[config.mk]
export PLATFORM = sky130hd
export DESIGN_NAME = int_gen
export DESIGN_NICKNAME = d
export VERILOG_FILES = /design/src/rtl/mips_pkg.sv /design/src/rtl/int_gen_regs.sv /design/src/rtl/int_gen.sv
export SDC_FILE = /design/constraint.sdc
export NUM_CORES = 1
export LEC_CHECK = 0
export CAP_MARGIN = 30
export CORE_MARGIN = 3
export CORE_UTILIZATION = 44
export CTS_CLUSTER_DIAMETER = 100
export DETAILED_ROUTE_END_ITERATION = 10
export PLACE_DENSITY_LB_ADDON = 0.2
export SLEW_MARGIN = 20
export SYNTH_ARGS = -nofsm -noshare
export SYNTH_HDL_FRONTEND = slang
export SYNTH_HIERARCHICAL = 1
export SYNTH_SLANG_ARGS = --single-unit
export TNS_END_PERCENT = 5
[constraint.sdc]
create_clock -name clk -period 2.9 [get_ports clk]
set_input_delay 0.58 -clock clk [delete_from_list [all_inputs] [get_ports clk]]
set_output_delay 0.58 -clock clk [all_outputs]
set_load 0.05 [all_outputs]
[src/rtl/mips_pkg.sv]
// Definitions shared between the interrupt generator and the mips top level:
// register offsets, CTRL bit positions, FSM states and the acknowledge address.
package mips_pkg;

    localparam logic [31:0] INT_ACK_ADDR = 32'h0000_7F20;

    localparam logic [3:0] OFF_STATUS = 4'h0;
    localparam logic [3:0] OFF_CTRL   = 4'h4;
    localparam logic [3:0] OFF_PRESET = 4'h8;
    localparam logic [3:0] OFF_COUNT  = 4'hC;

    localparam int unsigned CTRL_EN       = 0;
    localparam int unsigned CTRL_PERIODIC = 1;
    localparam int unsigned CTRL_MASK     = 2;

    typedef enum logic [1:0] {
        IDLE  = 2'd0,
        LOAD  = 2'd1,
        COUNT = 2'd2
    } state_t;

endpackage

[src/rtl/int_gen_regs.sv]
// Bus-side register file for int_gen: window decode, byte-enabled CTRL/PRESET
// writes and the combinational read mux over all four registers.
module int_gen_regs
    import mips_pkg::*;
#(
    parameter logic [31:0] BASE_ADDR = INT_ACK_ADDR,
    parameter int unsigned MISS_W    = 8
) (
    input  logic              clk,
    input  logic              reset,
    input  logic [31:0]       addr,
    input  logic [3:0]        byteen,
    input  logic [31:0]       wdata,
    output logic [31:0]       rdata,
    input  logic              en_clr,
    input  logic              pending,
    input  logic [MISS_W-1:0] missed,
    input  logic [31:0]       count,
    output logic              en,
    output logic              periodic,
    output logic              mask,
    output logic [31:0]       preset,
    output logic              status_wr,
    output logic              en_after_wr,
    output logic              en_on_wr,
    output logic              en_off_wr
);

    logic       in_win;
    logic       wr;
    logic [3:0] off;
    logic       ctrl_wr;
    logic       unused_addr_bits;

    assign in_win           = (addr[31:4] == BASE_ADDR[31:4]);
    assign wr               = in_win && (byteen != 4'b0000);
    assign off              = {addr[3:2], 2'b00};
    assign unused_addr_bits = ^addr[1:0];

    assign status_wr   = wr && (off == OFF_STATUS);
    assign ctrl_wr     = wr && (off == OFF_CTRL) && byteen[0];
    assign en_on_wr    = ctrl_wr && wdata[CTRL_EN];
    assign en_off_wr   = ctrl_wr && !wdata[CTRL_EN];
    assign en_after_wr = ctrl_wr ? wdata[CTRL_EN] : en;

    // A CTRL write in the same cycle as a one-shot fire overrides the en clear.
    always_ff @(posedge clk) begin
        if (!reset) begin
            en       <= 1'b0;
            periodic <= 1'b0;
            mask     <= 1'b0;
            preset   <= '0;
        end else begin
            if (ctrl_wr) begin
                en       <= wdata[CTRL_EN];
                periodic <= wdata[CTRL_PERIODIC];
                mask     <= wdata[CTRL_MASK];
            end else if (en_clr) begin
                en <= 1'b0;
            end
            for (int unsigned b = 0; b < 4; b++) begin
                if (wr && (off == OFF_PRESET) && byteen[b])
                    preset[8*b +: 8] <= wdata[8*b +: 8];
            end
        end
    end

    always_comb begin
        rdata = '0;
        if (in_win) begin
            case (off)
                OFF_STATUS: begin
                    rdata[0]            = pending;
                    rdata[8 +: MISS_W]  = missed;
                end
                OFF_CTRL: begin
                    rdata[CTRL_EN]       = en;
                    rdata[CTRL_PERIODIC] = periodic;
                    rdata[CTRL_MASK]     = mask;
                end
                OFF_PRESET: rdata = preset;
                OFF_COUNT:  rdata = count;
                default:    rdata = '0;
            endcase
        end
    end

endmodule

[src/rtl/int_gen.sv]
// Memory-mapped external interrupt generator: a preset down-counter that raises
// a level interrupt on expiry, held until the CPU acknowledges it.
module int_gen
    import mips_pkg::*;
#(
    parameter logic [31:0] BASE_ADDR = INT_ACK_ADDR,
    parameter int unsigned MISS_W    = 8
) (
    input  logic        clk,
    input  logic        reset,
    input  logic [31:0] addr,
    input  logic [3:0]  byteen,
    input  logic [31:0] wdata,
    output logic [31:0] rdata,
    input  logic [31:0] int_addr,
    input  logic [3:0]  int_byteen,
    output logic        irq
);

    state_t            state, state_n;
    logic [31:0]       count, count_n;
    logic              pending, pending_n;
    logic [MISS_W-1:0] missed, missed_n;
    logic              en_clr;
    logic              en, periodic, mask;
    logic [31:0]       preset;
    logic              status_wr, en_after_wr, en_on_wr, en_off_wr;
    logic              ack;

    int_gen_regs #(
        .BASE_ADDR(BASE_ADDR),
        .MISS_W   (MISS_W)
    ) u_regs (
        .clk        (clk),
        .reset      (reset),
        .addr       (addr),
        .byteen     (byteen),
        .wdata      (wdata),
        .rdata      (rdata),
        .en_clr     (en_clr),
        .pending    (pending),
        .missed     (missed),
        .count      (count),
        .en         (en),
        .periodic   (periodic),
        .mask       (mask),
        .preset     (preset),
        .status_wr  (status_wr),
        .en_after_wr(en_after_wr),
        .en_on_wr   (en_on_wr),
        .en_off_wr  (en_off_wr)
    );

    assign ack = ((int_addr == BASE_ADDR) && (int_byteen != 4'b0000)) || status_wr;
    assign irq = pending & mask;

    always_ff @(posedge clk) begin
        if (!reset) begin
            state   <= IDLE;
            count   <= '0;
            pending <= 1'b0;
            missed  <= '0;
        end else begin
            state   <= state_n;
            count   <= count_n;
            pending <= pending_n;
            missed  <= missed_n;
        end
    end

    // A disabling CTRL write freezes count and suppresses any fire in that cycle.
    always_comb begin
        state_n   = state;
        count_n   = count;
        pending_n = ack ? 1'b0 : pending;
        missed_n  = missed;
        en_clr    = 1'b0;
        if (en_off_wr) begin
            state_n = IDLE;
        end else begin
            case (state)
                IDLE: begin
                    if (en_after_wr)
                        state_n = LOAD;
                end
                LOAD: begin
                    count_n = preset;
                    state_n = COUNT;
                end
                COUNT: begin
                    if (count > 32'd1) begin
                        count_n = count - 32'd1;
                    end else begin
                        count_n   = '0;
                        pending_n = 1'b1;
                        if (pending && !ack && (missed != '1))
                            missed_n = missed + 1'b1;
                        if (periodic || en_on_wr) begin
                            state_n = LOAD;
                        end else begin
                            en_clr  = 1'b1;
                            state_n = IDLE;
                        end
                    end
                end
                default: state_n = IDLE;
            endcase
        end
    end

endmodule
==> results by group, run 1 <==
Synthesis
  • Number of synthesized register bits: 78
  • Share of synthesized registers carrying an async set or reset: 0
  • Ranking of synthesized cells by area: dfxtp_1 (31%), mux2i_1 (14%), nand2_1 (7.0%)
  • Synth cell types: 64
  • Mapped Cells: about 630
  • EDFF count, synth: 0
  • Mean Syn Cell Area: 7.879 um2
  • Top_reg_cell synth: dfxtp_1
  • Synth area leader: dfxtp_1
  • Net Count, Synth: 746
  • Syn. warnings: 6
  • Register area share after synthesis: 0.3131
  • Yosys top cell area share: 0.3131
  • Syn Std Cell Area: around 5000 um2

Route
  • 1st-iter DRT viols: 412
  • DRC: 0
  • Final WL: around 17 mm
  • Via density: approximately 6
  • Drt pass-1 iters: 5
  • Post-route antenna net violation count: 0
  • Wire per inst: roughly 18 um
  • DR vias: around 5700

Placement
  • Placer Congestion: a little over 0.9
  • Dpl hpwl: 12.61 mm
  • Input/output buffers: 136

Global routing
  • First-pass GRT wire length: 28.18 mm
  • Vias in the first global route: 5754
  • Pin count of the biggest net entering global routing: 44
  • Initial antenna violation count: 0
  • Grt total ovfl: 0
  • Total global-route track usage: 0.2716

Layout
  • Share of layout cells above drive strength 1: 0.2307
  • ANT cells: 0
  • Area Overhead vs Synth: 55.95%
  • Storage cell area: 1562 um2
  • Fillers: between 800 and 900
  • Nets: between 900 and 1000
  • Multi-input gate area in the final layout: 3571 um2

Worst setup path
  • Crit path arrival time: between 2 and 2.5 ns
  • Worst setup SP type: input pin
  • Critical Path RT: roughly 2.3 ns
  • Critical path class: in2out
  • CP endpoint kind: output pin
  • Crit path top cell by count: buf_12
  • Max FO, Critical Path: 7
  • WP depth: 7
  • Crit path cell chain: dlygate4sd2_1 > or4_4 > nor3b_4 > nand3_4 > buf_12 > nor2_4 > buf_12
  • FF-to-FF path depth: 8
  • Max stage delay on crit path: roughly 0.56 ns
  • CP startpoint: addr[19]
  • Critical path's slowest cell: or4_4
  • WP buf/inv: 3
  • Critical path's top delay family: simple AND/OR/NAND/NOR gates
  • Worst r2r src: count[0]

Timing
  • Worst slew margin: 0.4874
  • Min cycle time layout: 2.886 ns
  • Final worst-path cycle share: 0.9953
  • WHS: about 0.48 ns
  • Worst-Margin Slew: around 0.76 ns
  • Setup violators final: 0
  • Clock Skews: 0.005994 ns
  • Fmax: roughly 350 MHz
  • RSZ-0062 raised after global routing: yes
  • Endpoints failing hold: 0
  • Setup_tns: 0 ns
  • Slew Viols, Final: 0

Floorplanning
  • Initial Util: 0.4561
  • Row count: 38
  • Die extent in x: 112.5 um
  • Die Y: about 110 um
  • Number of I/O pins: ~140
  • Core area: between 10000 and 15000 um2
  • Full die area: roughly 13000 um2

CTS
  • H-tree levels: 3
  • CTS tree: built
  • Clock latency on the worst-skew pair: ~0.35 ns
  • CTS root buf: clkbuf_16
  • Worst-case clock buffer depth: 2
  • Clk sinks: 78
  • CTS buffer count: 9
  • Clk slew on worst S/H paths: ~0.060 ns

Worst hold path
  • Hold path depth: 2
  • HP Start: u_regs/preset[3]
  • Hold crit path type: reg2reg

Job
  • Max Cap Viol: 0

Power
  • PD cells: about 320 nW/um2
  • Maximum vdd ir drop: 0.2354 mV
  • LEAKAGE: approximately 3.2 nW

Status
  • Status: complete, no violations
synth_stat cells, types with 3 or more instances:
library cell and number:
nand4_2 5, nor4_1 22, ha_1 7, a22oi_1 6, or3_1 6, nand2b_1 5, mux2_2 3, nor4_2 4
nand2_1 93, dfxtp_1 78, or4_1 10, nor3b_1 3, o41ai_1 3, inv_1 11, clkbuf_1 32, mux2i_1 70
nor2b_1 8, a21oi_1 29, nand4_1 10, buf_1 5, and3_1 12, a31oi_1 19, nor2_1 72, o2bb2ai_1 7
o21ai_0 25, a221oi_1 5, nor3_1 14, o31ai_1 5, nand3_1 19
through the flow:
stage | power, mW | cells | cell area, um2 | setup slack, ns | util
2_1_floorplan | 1.165 | 633 | 5275 | -0.02528 | -
3_3_place_gp | 1.322 | 921 | 7333 | -0.4179 | 0.6706
3_5_place_dp | 1.327 | 921 | 7333 | -0.4949 | 0.6706
4_1_cts | 2.486 | 941 | 7726 | 0.001420 | 0.7065
5_1_grt | 2.552 | 942 | 7777 | -0.02644 | 0.7112
6_report | 2.494 | 942 | 7777 | 0.01354 | 0.7112
registers in the layout (all words and copies together) (netlist names):
| signal | cells |
|---|---|
| count | 32 |
| u_regs/preset | 32 |
| missed | 8 |
| state | 2 |
| pending | 1 |
| u_regs/en | 1 |
| u_regs/mask | 1 |
| u_regs/periodic | 1 |
cells in the final DEF (no fill, tap or decap), types with 6 or more instances in the layout:
cell and count:
a21oi_1 29, a22oi_1 6, a31oi_1 19, and3_1 12, buf_12 35, buf_2 8
buf_4 50, clkbuf_16 9, clkdlybuf4s50_1 81, dfxtp_1 78, dlygate4sd2_1 12, ha_1 6
inv_1 11, mux2i_1 70, nand2_1 92, nand3_1 18, nand4_1 10, nor2_1 40
nor2_4 32, nor2b_1 7, nor3_1 14, nor4_1 20, o21ai_0 25, o2bb2ai_1 7
or4_1 7
cell type report:
type | instances | share of cell area
Clock buffer | 10 | 0.03073
Clock inverter | 6 | 0.009170
Inverter | 11 | 0.005309
Multi-Input combinational cell | 505 | 0.4591
Sequential cell | 78 | 0.2008
Tap cell | 140 | 0.02252
Timing Repair Buffer | 192 | 0.2724
report_power, final:
part	switching (mW)	internal [mW]
Combinational	0.0879	0.143
Sequential	0.00000000361	1.07
Clock	0.497	0.695
repair_timing:
| action | CTS | global route |
|---|---|---|
| hold buffers | 0 | 0 |
| pin swaps | 12 | 4 |
| resized for setup | 49 | 11 |
| cloned | 1 | 0 |
| buffers inserted | 3 | 1 |
| endpoints found under the hold margin | 0 | 0 |
| setup endpoints to repair | 47 | 41 |
routing by layer:
layer,GRT usage,share of wire
met4,0.1074,0.024
met5,0,0
met2,0.4680,0.50
met1,0.3405,0.40
met3,0.04097,0.070
worst reg2reg max path: stages (launching register included):
cell and delay (ns):
dfxtp_1 0.38, inv_1 0.11, ha_2 0.22, nor2_1 0.06
nand4b_2 0.28, or3_4 0.45, or4_4 0.60, or4_1 0.41
a21oi_1 0.15
path summary, 6_finish.rpt:
check                      to  slack (ns)
max                 rdata[25]        0.01
min          u_regs/preset[3]        0.48
max reg2reg         missed[7]        0.17
min reg2reg  u_regs/preset[3]        0.48
logic make-up (layout without fill, tap and decap cells):
family / count (synthesis) / after routing / share of synthesized area
AOI/OAI and AO/OA: 117 / 117 / 0.1515
xor gates and xnor gates: 1 / 1 / 0.001756
adders and majority gates: 7 / 7 / 0.01756
buffers and inverters: 50 / 219 / 0.03813
DFF: 78 / 78 / 0.3131
muxes: 74 / 74 / 0.1518
and+or+nand+nor: 306 / 306 / 0.3261
(Power assumes the default switching activity.)
==> run 2: changes to the inputs <==
--- a/config.mk
+++ b/config.mk
@@ -6,11 +6,10 @@
 export NUM_CORES = 1
 export LEC_CHECK = 0
 export CAP_MARGIN = 30
-export CORE_MARGIN = 3
 export CORE_UTILIZATION = 44
 export CTS_CLUSTER_DIAMETER = 100
 export DETAILED_ROUTE_END_ITERATION = 10
-export PLACE_DENSITY_LB_ADDON = 0.2
+export PLACE_DENSITY = 0.81
 export SLEW_MARGIN = 20
 export SYNTH_ARGS = -nofsm -noshare
 export SYNTH_HDL_FRONTEND = slang
==> run 2 against run 1 <==
  * Critical path type is now in2reg
  * The flow now finishes with violations (setup timing)
  * Total power down 2.8%
  * First-iteration DRC count up 5.3%
  * Core utilization up 0.71 points
  * Register-to-register slack worse by 0.07 ns
  * Worst setup slack worse by 0.076 ns
  * Count of clock-buffer cells in the layout down 1
==> results by group, run 2 (synthesis results as in run 1) <==
Status
  • Status: complete, but fails checks (was complete, no violations)
  • Failing checks: setup timing

CTS
  • Clk slew on worst S/H paths: 0.07 ns (was 0.06 ns)
  • Cts hold-fix bufs: 0 (unchanged)
  • H-tree levels: 3 (unchanged)
  • Worst-case clock buffer depth: 2 (unchanged)
  • CTS root buf: clkbuf_16 (unchanged)
  • CTS buffer count: 9 (unchanged)
  • CTS tree: built (unchanged)
  • Clk sinks: 78 (unchanged)
  • Clock latency on the worst-skew pair: 0.35 ns (about the same)

Layout
  • Nets: 919 (was 910)
  • Commonest cells after routing, fill and taps aside: nand2_1 (92), clkdlybuf4s50_1 (81), dfxtp_1 (78), mux2i_1 (70), buf_4 (56) (was nand2_1 (92), clkdlybuf4s50_1 (81), dfxtp_1 (78), mux2i_1 (70), buf_4 (50))
  • Share of layout cells above drive strength 1: 0.2380 (was 0.2307)
  • Area Overhead vs Synth: 57.50% (was 55.95%)
  • ANT cells: 0 (unchanged)
  • Fillers: 810 (was 858)
  • Non-Filler Instances: 951 (was 942)
  • Leading cell type in the layout, fill and taps excluded: nand2_1 (unchanged)
  • Biggest regs: count (32), u_regs/preset (32), missed (8) (unchanged)

Route
  • Drt pass-1 iters: 5 (unchanged)
  • Final WL: 17.11 mm (was 17.33 mm)
  • DRC: 0 (unchanged)
  • DR vias: 5717 (was 5670)
  • Wire per inst: 17.99 um (was 18.39 um)
  • Post-route antenna net violation count: 0 (unchanged)
  • Via density: 6.012 (was 6.019)
  • 1st-iter DRT viols: 434 (was 412)

Worst setup path
  • CP endpoint kind: flip-flop (was output pin)
  • Crit path cell chain: clkdlybuf4s50_1 > nand4b_1 > nor4_4 > buf_4 > buf_4 > nand4_1 > nor2_2 > nor2b_2 > nand2_1 > or3_1 > nor4_4 > or3b_2 > nand4_1 (was dlygate4sd2_1 > or4_4 > nor3b_4 > nand3_4 > buf_12 > nor2_4 > buf_12)
  • Critical path class: in2reg (was in2out)
  • Critical path's slowest cell: or3b_2 (was or4_4)
  • Worst r2r src: count[1] (was count[0])
  • Critical path's top delay family: simple AND/OR/NAND/NOR gates (unchanged)
  • Crit path arrival time: 3.25 ns (was 2.31 ns)
  • Worst setup SP type: input pin (unchanged)
  • CP startpoint: addr[6] (was addr[19])
  • Max stage delay on crit path: 0.47 ns (was 0.56 ns)
  • Critical Path RT: 3.19 ns (was 2.32 ns)
  • WP buf/inv: 3 (unchanged)
  • Max FO, Critical Path: 4 (was 7)

Power
  • Switch share: 0.2499 (was 0.2345)
  • LEAKAGE: 3.280 nW (was 3.228 nW)
  • Maximum vdd ir drop: 0.2145 mV (was 0.2354 mV)
  • Comb pwr share: 0.095 (was 0.093)
  • Internal power: 1.817 mW (was 1.909 mW)
  • Clock share of power: 0.463 (was 0.478)
  • PD cells: 308.4 nW/um2 (was 320.6 nW/um2)
  • Sequential power share: 0.442 (was 0.429)
  • Overall Power: 2.423 mW (was 2.494 mW)
  • Psw: 0.6055 mW (was 0.5848 mW)

Placement
  • Inst Count DP: 927 (was 921)
  • Placer Congestion: 0.9417 (was 0.9317)
  • Input/output buffers: 136 (unchanged)
  • Dpl hpwl: 12.14 mm (was 12.61 mm)

Timing
  • Clock Skews: 0.005690 ns (was 0.005994 ns)
  • Final worst-path cycle share: 1.021 (was 0.9953)
  • Fmax: 337.6 MHz (was 346.4 MHz)
  • Final worst slack: -0.06205 ns (was 0.01354 ns)
  • Slew Viols, Final: 0 (unchanged)
  • Worst slew margin: 0.3127 (was 0.4874)
  • RSZ-0062 raised after global routing: yes (unchanged)
  • Worst-Margin Slew: 1.018 ns (was 0.7590 ns)
  • Setup violators final: 2 (was 0)
  • Endpoints failing hold: 0 (unchanged)
  • Setup_tns: -0.08052 ns (was 0 ns)
  • Min cycle time layout: 2.962 ns (was 2.886 ns)

Global routing
  • Total global-route track usage: 0.3011 (was 0.2716)
  • Initial antenna violation count: 0 (unchanged)
  • Vias in the first global route: 5646 (was 5754)
  • First-pass GRT wire length: 27.71 mm (was 28.18 mm)
  • Grt total ovfl: 0 (unchanged)
  • Pin count of the biggest net entering global routing: 55 (was 44)

Job
  • Max Cap Viol: 0 (unchanged)

Floorplanning
  • Number of I/O pins: 139 (unchanged)
  • Full die area: 11760 um2 (was 12650 um2)
  • Row count: 38 (unchanged)
  • Die Y: 108.5 um (was 112.5 um)
  • Initial Util: 0.4561 (unchanged)
  • Die extent in x: 108.5 um (was 112.5 um)
  • Core area: 10940 um2 (unchanged)

Worst hold path
  • Hold crit path type: reg2reg (unchanged)
  • HP Start: u_regs/preset[21] (was u_regs/preset[3])
run 2: cell types whose count changed in the layout (fill, tap and decap cells not counted), moves of 2 or more:
| cell | previous run | this run |
|---|---|---|
| nor2b_2 | 0 | 2 |
| clkinvlp_4 | 2 | 0 |
| buf_4 | 50 | 56 |
| inv_6 | 0 | 2 |
| inv_8 | 0 | 2 |
| buf_6 | 1 | 4 |
| clkdlybuf4s15_1 | 2 | 4 |
run 2: power groups by stage:
stage	clock network, mW	logic, mW	registers, mW
floorplan	0	0.0696	1.10
global placement	0	0.227	1.10
detailed placement	0	0.232	1.10
CTS	1.12	0.228	1.07
global route	1.17	0.244	1.07
finish	1.12	0.229	1.07
run 2: final cells by class:
cell class,count,area [um2],area share
multi-input combinational,505,3562,0.4535
clock buffer,9,225.2,0.02867
timing repair buffer,201,2223,0.2831
clock inverter,7,66.31,0.008442
inverter,11,41.29,0.005256
tap,140,175.2,0.02230
sequential,78,1562,0.1988
run 2: per-stage QoR:
| stage | hold slack [ns] | worst slack (ns) | cell area, um2 | utilization |
|---|---|---|---|---|
| 2_1_floorplan | 0.4441 | -0.02528 | 5275 | - |
| 3_3_place_gp | 0.4575 | -0.4362 | 7391 | 0.6759 |
| 3_5_place_dp | 0.4696 | -0.4942 | 7391 | 0.6759 |
| 4_1_cts | 0.4789 | -0.007077 | 7845 | 0.7174 |
| 5_1_grt | 0.5007 | -0.1689 | 7855 | 0.7183 |
| 6_report | 0.4784 | -0.06205 | 7855 | 0.7183 |
run 2: what timing repair did:
action | in CTS | in global routing
setup buffers | 6 | 0
gates cloned | 2 | 0
resized for setup | 57 | 5
setup endpoints to repair | 68 | 53
pin swaps | 9 | 0
run 2: final timing paths:
| path | depth (start not counted) | to | slack (ns) |
|---|---|---|---|
| max | 13 | count[24] | -0.06 |
| min | 2 | u_regs/preset[21] | 0.48 |
| max reg2reg | 8 | missed[7] | 0.10 |
| min reg2reg | 2 | u_regs/preset[21] | 0.48 |
run 2: worst register-to-register path: cells and delay by family (launching register included):
kind            cells  cell delay [ns]
simple gates        5             1.85
flops               1             0.38
fa+ha+maj           1             0.23
compound gates      1             0.15
buf+inv             1             0.12
run 2: routing by layer:
metal  share of wire  GRT usage  vias to the layer above
met2            0.50     0.5262                      259
met3           0.060    0.04219                       43
met5               0          0                        -
li1                -          -                     2683
met1            0.41     0.3671                     2732
met4           0.027     0.1274                        0
==> run 3: changes to the inputs <==
--- a/config.mk
+++ b/config.mk
@@ -10,6 +10,7 @@
 export CTS_CLUSTER_DIAMETER = 100
 export DETAILED_ROUTE_END_ITERATION = 10
 export PLACE_DENSITY = 0.81
+export SKIP_LAST_GASP = 1
 export SLEW_MARGIN = 20
 export SYNTH_ARGS = -nofsm -noshare
 export SYNTH_HDL_FRONTEND = slang
==> run 3 against run 2 <==
  * Maximum frequency is 0.87% lower
  * Via count grew 0.42%
  * Wire length decreased by 0.74%
  * Clock power about the same
  * The flow still finishes with violations (setup timing)
  * Critical path type unchanged
  * Critical endpoint unchanged
  * Combinational power about the same
  * First-iteration DRC count is 5.5% higher
  * Core utilization is 0.14 points lower
==> results by group, run 3 (synthesis results as in run 1) <==
Global routing
  • Pin count of the biggest net entering global routing: 55 (unchanged)
  • First-pass GRT wire length: 27.70 mm (was 27.71 mm)
  • Vias in the first global route: 5649 (was 5646)
  • Grt total ovfl: 0 (unchanged)
  • Initial antenna violation count: 0 (unchanged)
  • Total global-route track usage: 0.3011 (unchanged)

Worst setup path
  • Critical path's slowest cell: or3b_2 (unchanged)
  • WP buf/inv: 3 (unchanged)
  • Max FO, Critical Path: 4 (unchanged)
  • Worst setup SP type: input pin (unchanged)
  • CP endpoint kind: flip-flop (unchanged)
  • Critical Path RT: 3.19 ns (about the same)
  • Crit path cell chain: clkdlybuf4s50_1 > nand4b_1 > nor4_4 > buf_4 > buf_4 > nand4_1 > nor2_1 > nor2b_2 > nand2_1 > or3_1 > nor4_2 > or3b_2 > nand4_1 (was clkdlybuf4s50_1 > nand4b_1 > nor4_4 > buf_4 > buf_4 > nand4_1 > nor2_2 > nor2b_2 > nand2_1 > or3_1 > nor4_4 > or3b_2 > nand4_1)
  • Critical path class: in2reg (unchanged)
  • Capturing point of the worst reg2reg path: missed[7] (unchanged)
  • Max stage delay on crit path: 0.47 ns (about the same)
  • Crit path arrival time: 3.27 ns (was 3.25 ns)
  • Reg-to-reg slack, setup: 0.11 ns (was 0.10 ns)
  • Worst r2r src: count[1] (unchanged)
  • FF-to-FF path depth: 8 (unchanged)
  • Critical path's top delay family: simple AND/OR/NAND/NOR gates (unchanged)

Route
  • Drt pass-1 iters: 6 (was 5)
  • Post-route antenna net violation count: 0 (unchanged)
  • Via density: 6.037 (was 6.012)
  • Final WL: 16.98 mm (was 17.11 mm)
  • Wire per inst: 17.85 um (was 17.99 um)
  • 1st-iter DRT viols: 458 (was 434)
  • DRC: 0 (unchanged)
  • DR vias: 5741 (was 5717)

Floorplanning
  • Number of I/O pins: 139 (unchanged)
  • Die Y: 108.5 um (unchanged)
  • Die extent in x: 108.5 um (unchanged)
  • Core area: 10940 um2 (unchanged)
  • Row count: 38 (unchanged)
  • Full die area: 11760 um2 (unchanged)
  • Initial Util: 0.4561 (unchanged)

Placement
  • Area post-placement: 7391 um2 (unchanged)
  • Inst Count DP: 927 (unchanged)
  • Input/output buffers: 136 (unchanged)
  • Dpl hpwl: 12.14 mm (unchanged)
  • Placer Congestion: 0.9417 (unchanged)

Worst hold path
  • HP Start: u_regs/preset[20] (was u_regs/preset[21])
  • Hold EP: u_regs/preset[20] (was u_regs/preset[21])
  • Hold path depth: 2 (unchanged)
  • Hold crit path type: reg2reg (unchanged)

Layout
  • ANT cells: 0 (unchanged)
  • Nets: 919 (unchanged)
  • Final instance area: 7840 um2 (was 7855 um2)
  • Area Overhead vs Synth: 57.20% (was 57.50%)
  • Commonest cells after routing, fill and taps aside: nand2_1 (92), clkdlybuf4s50_1 (83), dfxtp_1 (78), mux2i_1 (70), buf_4 (57) (was nand2_1 (92), clkdlybuf4s50_1 (81), dfxtp_1 (78), mux2i_1 (70), buf_4 (56))
  • Share of layout cells above drive strength 1: 0.2343 (was 0.2380)
  • Leading cell type in the layout, fill and taps excluded: nand2_1 (unchanged)
  • Fillers: 808 (was 810)
  • Final Core Density: 0.7169 (was 0.7183)
  • Non-Filler Instances: 951 (unchanged)
  • Biggest regs: count (32), u_regs/preset (32), missed (8) (unchanged)

CTS
  • Worst-case clock buffer depth: 2 (unchanged)
  • CTS buffer count: 9 (unchanged)
  • Clock latency on the worst-skew pair: 0.35 ns (about the same)
  • H-tree levels: 3 (unchanged)
  • CTS tree: built (unchanged)
  • CTS root buf: clkbuf_16 (unchanged)
  • Cts hold-fix bufs: 0 (unchanged)
  • Clk sinks: 78 (unchanged)
  • Clk slew on worst S/H paths: 0.07 ns (about the same)

Timing
  • Min cycle time layout: 2.988 ns (was 2.962 ns)
  • Fmax: 334.7 MHz (was 337.6 MHz)
  • RSZ-0062 raised after global routing: yes (unchanged)
  • Worst slew margin: 0.2996 (was 0.3127)
  • Final worst-path cycle share: 1.030 (was 1.021)
  • Setup violators final: 29 (was 2)
  • Slew Viols, Final: 0 (unchanged)
  • Final worst slack: -0.08799 ns (was -0.06205 ns)
  • Endpoints failing hold: 0 (unchanged)
  • Clock Skews: 0.006001 ns (was 0.005690 ns)
  • Worst-Margin Slew: 1.037 ns (was 1.018 ns)

Power
  • Maximum vdd ir drop: 0.2148 mV (was 0.2145 mV)
  • PD cells: 309.0 nW/um2 (was 308.4 nW/um2)
  • Overall Power: 2.423 mW (about the same)
  • LEAKAGE: 3.286 nW (was 3.280 nW)

Status
  • Status: complete, but fails checks (unchanged)
  • Failing checks: setup timing (unchanged)

Job
  • Max Cap Viol: 0 (unchanged)
-- run 3: timing repair --
action,in CTS,in global routing
resized for setup,49,1
pin swaps,9,0
endpoints found under the hold margin,0,0
gates cloned,2,0
endpoints found under the setup margin,68,59
setup buffers,6,0
-- run 3: worst max path at each step --
stage | slack [ns] | end | cells after the start | start
floorplan | -0.03 | rdata[16] | 5 | addr[4]
global placement | -0.44 | count[8] | 11 | addr[11]
detailed placement | -0.49 | missed[6] | 10 | addr[11]
CTS | -0.03 | count[24] | 13 | addr[6]
global route | -0.19 | count[24] | 13 | addr[6]
finish | -0.09 | count[24] | 13 | addr[6]
-- run 3: cell type report --
cell class	instances	area [um2]	area share
clock buffer	9	225.2	0.02873
clock inverter	7	66.31	0.008458
inverter	11	41.29	0.005267
multi-input combinational	505	3548	0.4526
sequential	78	1562	0.1992
tap	140	175.2	0.02234
timing repair buffer	201	2222	0.2834
-- run 3: power breakdown --
part           leakage, nW  switching (mW)  total, mW  internal [mW]
Clock                0.144           0.521       1.12          0.603
Combinational         2.51          0.0856      0.229          0.143
Sequential           0.628   0.00000000307       1.07           1.07
Total                 3.29           0.606       2.42           1.82
-- run 3: worst register-to-register path: cells and delay by family, from the launching register on --
kind / cells / cell delay [ns]
flip-flops: 1 / 0.38
AND/OR/NAND/NOR: 5 / 1.85
buffers and inverters: 1 / 0.12
adder cells (fa/ha/maj): 1 / 0.22
AO/OA/AOI/OAI: 1 / 0.16
-- run 3: per-layer routing --
layer,share of wire,track usage,vias to the layer above
li1,-,-,2688
met1,0.41,0.3664,2746
met2,0.50,0.5253,262
met3,0.061,0.04280,45
met4,0.027,0.1303,0
met5,0,0,-
-- run 3: metrics by stage --
| stage | hold WS [ns] | worst slack (ns) | setup TNS (ns) |
|---|---|---|---|
| 2_1_floorplan | 0.4441 | -0.02528 | -0.5056 |
| 3_3_place_gp | 0.4575 | -0.4362 | -24.05 |
| 3_5_place_dp | 0.4696 | -0.4942 | -29.20 |
| 4_1_cts | 0.4789 | -0.02995 | -0.05685 |
| 5_1_grt | 0.5007 | -0.1867 | -3.516 |
| 6_report | 0.4781 | -0.08799 | -0.4344 |
